--- src/rtl/bcd_pkg.sv ---
// Shared types and constants for the binary-to-BCD converter.
package bcd_pkg;
  typedef enum logic [1:0] {IDLE, CONV, LOAD} state_t;

  localparam int          BCD_DIG_W  = 4;
  localparam int          INT_DIGITS = 5;
  localparam logic [3:0]  ADJ_THRESH = 4'd5;
  localparam logic [3:0]  ADJ_ADD    = 4'd3;
  localparam logic [15:0] SAT_VAL    = 16'h9999;
endpackage

--- src/rtl/bcd_digit_adj.sv ---
// One BCD digit of the double-dabble adjust step: add 3 when the digit is 5 or more.
module bcd_digit_adj
  import bcd_pkg::*;
(
  input  logic [BCD_DIG_W-1:0] i_dig,
  output logic [BCD_DIG_W-1:0] o_dig
);
  assign o_dig = (i_dig >= ADJ_THRESH) ? i_dig + ADJ_ADD : i_dig;
endmodule

--- src/rtl/bin_to_bcd_conv.sv ---
// Iterative shift-and-add-3 binary to BCD converter feeding the 4-digit display scanner.
module bin_to_bcd_conv
  import bcd_pkg::*;
#(
  parameter int IN_W       = 16,
  parameter int NUM_DIGITS = 4
) (
  input  logic                            clk,
  input  logic                            rst,
  input  logic [IN_W-1:0]                 in_data,
  input  logic                            in_valid,
  output logic                            in_ready,
  output logic [NUM_DIGITS*BCD_DIG_W-1:0] bcd_out,
  output logic                            ovf,
  output logic                            done
);
  localparam int CNT_W = $clog2(IN_W + 1);
  localparam int BCD_W = INT_DIGITS * BCD_DIG_W;
  localparam int OUT_W = NUM_DIGITS * BCD_DIG_W;

  state_t            r_state, w_nxt;
  logic [IN_W-1:0]   r_bin_sr;
  logic [BCD_W-1:0]  r_bcd_sr;
  logic [BCD_W-1:0]  w_adj;
  logic [CNT_W-1:0]  r_cnt;
  logic              w_accept;

  assign in_ready = (r_state == IDLE) && !rst;
  assign w_accept = in_valid && in_ready;

  for (genvar g = 0; g < INT_DIGITS; g++) begin : g_adj
    bcd_digit_adj u_adj (
      .i_dig (r_bcd_sr[g*BCD_DIG_W +: BCD_DIG_W]),
      .o_dig (w_adj[g*BCD_DIG_W +: BCD_DIG_W])
    );
  end

  always_ff @(posedge clk or posedge rst) begin
    if (rst) r_state <= IDLE;
    else     r_state <= w_nxt;
  end

  always_comb begin
    w_nxt = r_state;
    case (r_state)
      IDLE:    if (w_accept) w_nxt = CONV;
      CONV:    if (r_cnt == CNT_W'(1)) w_nxt = LOAD;
      LOAD:    w_nxt = IDLE;
      default: w_nxt = IDLE;
    endcase
  end

  always_ff @(posedge clk or posedge rst) begin
    if (rst) begin
      r_bin_sr <= '0;
      r_bcd_sr <= '0;
      r_cnt    <= '0;
      bcd_out  <= '0;
      ovf      <= 1'b0;
      done     <= 1'b0;
    end else begin
      done <= 1'b0;
      case (r_state)
        IDLE: if (w_accept) begin
          r_bin_sr <= in_data;
          r_bcd_sr <= '0;
          r_cnt    <= CNT_W'(IN_W);
        end
        CONV: begin
          // Adjust all digits, then shift the adjusted BCD and binary together.
          {r_bcd_sr, r_bin_sr} <= {w_adj[BCD_W-2:0], r_bin_sr, 1'b0};
          r_cnt <= r_cnt - 1'b1;
        end
        LOAD: begin
          if (r_bcd_sr[BCD_W-1:OUT_W] != '0) begin
            bcd_out <= SAT_VAL;
            ovf     <= 1'b1;
          end else begin
            bcd_out <= r_bcd_sr[OUT_W-1:0];
            ovf     <= 1'b0;
          end
          done <= 1'b1;
        end
        default: ;
      endcase
    end
  end
endmodule

--- config.mk ---
export PLATFORM = sky130hd
export DESIGN_NAME = bin_to_bcd_conv
export DESIGN_NICKNAME = d
export VERILOG_FILES = /design/src/rtl/bcd_pkg.sv /design/src/rtl/bcd_digit_adj.sv /design/src/rtl/bin_to_bcd_conv.sv
export SDC_FILE = /design/constraint.sdc
export NUM_CORES = 1
export LEC_CHECK = 0
export ABC_AREA = 1
export CELL_PAD_IN_SITES_DETAIL_PLACEMENT = 1
export CELL_PAD_IN_SITES_GLOBAL_PLACEMENT = 1
export CORE_MARGIN = 5
export CORE_UTILIZATION = 42
export DETAILED_ROUTE_END_ITERATION = 12
export GPL_TIMING_DRIVEN = 0
export PLACE_DENSITY = 0.85
export SYNTH_ARGS = -nofsm -noshare
export SYNTH_HDL_FRONTEND = slang
export SYNTH_HIERARCHICAL = 1
export SYNTH_SLANG_ARGS = --single-unit
--- constraint.sdc ---
create_clock -name clk -period 2.1 [get_ports clk]
set_input_delay 0.315 -clock clk [delete_from_list [all_inputs] [get_ports clk]]
set_output_delay 0.315 -clock clk [all_outputs]
set_load 0.005 [all_outputs]
After elaboration in Yosys (flattened, before gate mapping)
Index checks and enable logic that the tools add are counted.
W data, S select, Z words.
{ "word_totals": {"ff_bits": 61, "inputBits": 19, "wordCells": 48, "out_inout_bits": 19} }
{ "classes": {"n_eq_ne": 5, "reduce_logical": 8, "muxes": 17, "magnitude_cmp": 5, "addsub": 6} }
{ "op_table": {"columns": ["cell", "count"], "rows": [
  ["$pmux W20 S2", 1],
  ["$mux W16", 2],
  ["$pmux W16 S2", 1],
  ["$ge A4 B3 Y1 const B", 5],
  ["$mux W20", 1],
  ["$add A4 B2 Y4 const B", 4],
  ["$mux W4", 4],
  ["$pmux W5 S2", 1],
  ["$eq A5 B1 Y1 const B", 1],
  ["$mux W5", 1],
  ["$sub A5 B1 Y5 const B", 1],
  ["$mux W2", 2],
  ["$ne A2 B2 Y1 const B", 2],
  ["$pmux W2 S2", 1],
  ["$reduce_and A2 Y1", 2],
  ["$reduce_bool A4 Y1", 1],
  ["$add A3 B2 Y3 const B", 1],
  ["$mux W3", 1],
  ["$eq A2 B1 Y1 const B", 1],
  ["$eq A2 B2 Y1 const B", 1],
  ["$logic_and A1 B1 Y1", 2],
  ["$logic_not A2 Y1", 1],
  ["$mux W1", 2],
  ["$reduce_bool A2 Y1", 1],
  ["$logic_not A1 Y1", 1]
]} }

Longest topological paths before layout
{ "depth": {"word_depth": 5, "mapped_depth": 9, "ltp_nobuf": 9} }

By module
The synthesis kept the hierarchy.
{ "by_module_without_submodules": {"columns": ["module", "area_each_um2", "seq_area_each_um2", "cells_each", "n_inst"], "rows": [
  ["bin_to_bcd_conv", 2737.6, 1526.5, 331, 1],
  ["bcd_digit_adj", 135.1, 0.0, 23, 5]
]} }

Worst setup path after synthesis
Ideal clock, no wire load.
{ "synth_path": {"kind": "input-to-reg", "from": "input rst", "to": "register r_bin_sr[10]", "arrival_ns": 2.333, "path_buffers": 1, "t_required_ns": 2.035, "path_slack_ns": -0.298, "path_stages": 6, "setup_time_ns": 0.065, "cell_sequence": "inv_1 -> nand3_2 -> nand2_2 -> buf_6 -> nand2_1 -> nand2_1"} }
{ "synth_via": {"elab_chain_len": 5} }
{ "synth_lines": {"columns": ["item", "line", "text"], "rows": [
  ["from (decl)", "bin_to_bcd_conv.sv:9", "input logic rst,"],
  ["$logic_not A1 Y1 (no line)", null, null],
  ["$logic_and A1 B1 Y1", "bin_to_bcd_conv.sv:28", "assign in_ready = (r_state == IDLE) && !rst;"],
  ["$logic_and A1 B1 Y1", "bin_to_bcd_conv.sv:29", "assign w_accept = in_valid && in_ready;"],
  ["$ne A2 B2 Y1 (no line)", null, null],
  ["$reduce_and A2 Y1 (no line)", null, null],
  ["to (signal assigned)", "bin_to_bcd_conv.sv:65", "r_bin_sr <= in_data;"],
  ["to (signal assigned)", "bin_to_bcd_conv.sv:71", "{r_bcd_sr, r_bin_sr} <= {w_adj[BCD_W-2:0], r_bin_sr, 1'b0};"],
  ["to (decl)", "bin_to_bcd_conv.sv:22", "logic [IN_W-1:0] r_bin_sr;"]
]} }
No other way between the ends.
A chain may end at the register's enable or synchronous reset.

Worst setup path in the final report
{ "layout_path": {"from": "input rst", "to": "output in_ready"} }
{ "layout_via": {"elab_chain_len": 2} }
{ "layout_lines": {"columns": ["item", "line", "text"], "rows": [
  ["$logic_not A1 Y1 (no line)", null, null],
  ["$logic_and A1 B1 Y1", "bin_to_bcd_conv.sv:28", null],
  ["to (decl)", "bin_to_bcd_conv.sv:12", "output logic in_ready,"]
]} }
No other way between the ends.

==> parameters.txt <==
Parameter                              Value

Timing
  Final setup viols ... 0
  Post-Route Setup TNS ... 0 ns
  Upper clock frequency limit ... 500 MHz
  Clock skew ... 0.00817 ns
  Share of the clock period used by the worst path ... 0.953
  Pins over their slew limit ... 0
  Worst path setup slack after routing ... 0.0985 ns
  RSZ-0062 raised after global routing ... false
  Fin crit period ... 2.00 ns
  Final Hold Vio Count ... 0
  Slew at the pin closest to its max-slew limit ... 0.790 ns
  Slew margin rel. ... 0.471

Logic synthesis
  Yosys warning count ... 6
  Syn avg cell area ... 7.68 um2
  Netlist Area Pre-Place ... 0.00339 mm2
  Net count after synthesis ... 472
  Cell count after synthesis ... 441

Worst setup path
  Startpoint of the lowest-slack register-to-register path ... r_bcd_sr[12]
  Library cell contributing the largest single delay on the critical path ... clkdlybuf4s50_1
  Critical register-to-register path endpoint ... r_bcd_sr[13]
  Required time worst endpoint ... 1.78 ns
  Crit Path Max Fanout ... 4
  Cells along the critical path ... clkdlybuf4s50_1, nor3_2, clkdlybuf4s50_1
  Type of the worst setup path ... input port to output port
  Nature of the critical path endpoint ... output port
  Cell type with the highest occurrence count on the critical path ... clkdlybuf4s50_1
  WP data arrival ... 1.69 ns
  Kind of start point of the critical path ... input port
  Worst Reg-to-Reg Cells ... 8
  Worst R2R Setup Slack ... 0.64 ns
  Largest stage delay on the critical path ... 0.60 ns

Final layout
  Count of antenna diodes in the layout ... 0
  Total non-filler cell area in the finished layout ... 0.00416 mm2
  Number of nets in the layout ... 524
  Post-Route Utilization ... 0.533
  Post-synthesis to final-layout area growth ... 22.9%
  Layout cells sized above 1 ... 0.153
  Post-Layout Cell Count ... 600

Global route
  Global routing usage summed across all routing layers ... 0.189
  Wire length of the first global-routing pass ... 15200 um
  Number of global-route vias before repair ... 3298
  Number of antenna violations at the first check in global routing ... 0
  Pin count of the biggest net entering global routing ... 32
  GRT Residual Overflow ... 0

Routing
  Remaining design rule violation count ... 0
  Detail Route Antenna Nets ... 0
  Final wirelength ... 8730 um
  Drt initial violations ... 87
  Metal1 wirelength ... 3750 um
  Highest metal layer with signal wires ... met4
  Number of vias after detailed routing ... 3044
  Met2 wirelength from detailed routing ... 4530 um
  Iteration count of the initial detailed-routing pass ... 4
  Met3 Wirelength ... 305 um
  Detailed-route vias per instance ... 5.07
  WL/cell ... 14.5 um

Clock network
  Buffer depth of the longest clock path ... 2
  Skew-Pair Late Insertion Delay ... 0.34 ns
  Clock slew at the register clock pins of the worst setup and hold paths ... 0.06 ns
  Number of sinks handled by clock tree synthesis ... 61
  Hold-fix buffers at CTS ... 0
  CTS H-tree lvls ... 3
  Library cell used as clock root buffer ... clkbuf_8
  CTS tree ... built
  Number of CTS-inserted buffers ... 9

Status
  Run status ... completed

Pwr
  Power density over the cells ... 1520 mW/mm2
  Static Leakage ... 2.10 nW
  Peak ir drop on the vdd network ... 0.573 mV

Floorplan
  Area of the die ... 0.00996 mm2
  Die X-Extent ... 99.8 um
  Starting Density ... 0.434
  Std cell rows ... 32
  Ports ... 38
  Die Y-Extent ... 99.8 um
  Core box area ... 0.00781 mm2

Placed design
  Detailed placement HPWL ... 6190 um
  Cell count after placement ... 580
  Placed standard-cell area ... 0.00389 mm2
  Count of input and output buffers ... 37
  Gpl congestion ... 0.832
  Minimum setup slack after placement ... -1.16 ns

Worst hold path
  Worst hold path startpoint ... bcd_out[6]
  Min-Delay Endpoint ... bcd_out[6]
  Count of cells along the worst hold path ... 2
  Path class of the lowest-slack min-delay path ... flip-flop to flip-flop

Flow run
  Max_cap viols ... 0
## how the worst max path moves through the flow
stage,from,endpoint,slack (ns),cells after the start
floorplan,rst,r_bin_sr[10],0.09,6
global placement,rst,r_bin_sr[10],-1.09,7
detailed placement,rst,r_bin_sr[3],-1.16,7
CTS,rst,in_ready,0.06,3
global route,rst,in_ready,0.03,3
finish,rst,in_ready,0.1,3
## cell type report
cell class,instances,area (um2)
fill,979,3650
timing repair buffer,39,385
multi-input combinational,335,1630
sequential,61,1530
clock buffer,12,145
buffer,17,125
tap,102,128
timing repair inverter,2,12.5
clock inverter,4,95.1
inverter,28,111
## sequential cells by signal (all words and copies together) (netlist names)
signal / count
bcd_out: 16
done: 1
ovf: 1
r_bcd_sr: 20
r_bin_sr: 16
r_cnt: 5
r_state: 2
## worst max-delay path, delay by kind of cell
family	cells	cell delay (ns)
buf+inv	2	1.14
simple gates	1	0.23
## power breakdown
group / leakage [nW] / internal, mW / switching (mW)
Clock: 0.121 / 0.820 / 0.467
Sequential: 0.749 / 1.63 / 0.440
Combinational: 1.23 / 1.20 / 1.76
## per-stage QoR
| step | total power [mW] | hold slack (ns) |
|---|---|---|
| 6_report | 6.32 | 0.484 |
| 5_1_grt | 6.90 | 0.531 |
| 4_1_cts | 6.41 | 0.490 |
| 3_5_place_dp | 5.07 | 0.474 |
| 3_3_place_gp | 4.85 | 0.465 |
| 2_1_floorplan | 4.18 | 0.435 |
## cells in the final DEF, fill, tap and decap left out, drive strengths merged, types with 3 or more instances in the layout
cell type and instances:
a21oi 4, buf 19, bufinv 3, clkbuf 12, clkdlybuf4s50 37, clkinvlp 3, dfrtp 61, ha 12
inv 27, nand2 201, nand3 56, nor2 35, o21ai 23
## layer usage
layer / vias up / track usage
met5: - / 0
li1: 1486 / -
met1: 1490 / 0.223
met2: 55 / 0.344
met4: 0 / 0.0651
met3: 13 / 0.0327
## timing repair
action                                 4_1_cts  5_1_grt
setup buffers                                0        2
cloned                                       2        0
resized for setup                            0        1
endpoints found under the hold margin        0        0
setup endpoints to repair                   42       14
(Power assumes the default switching activity.)
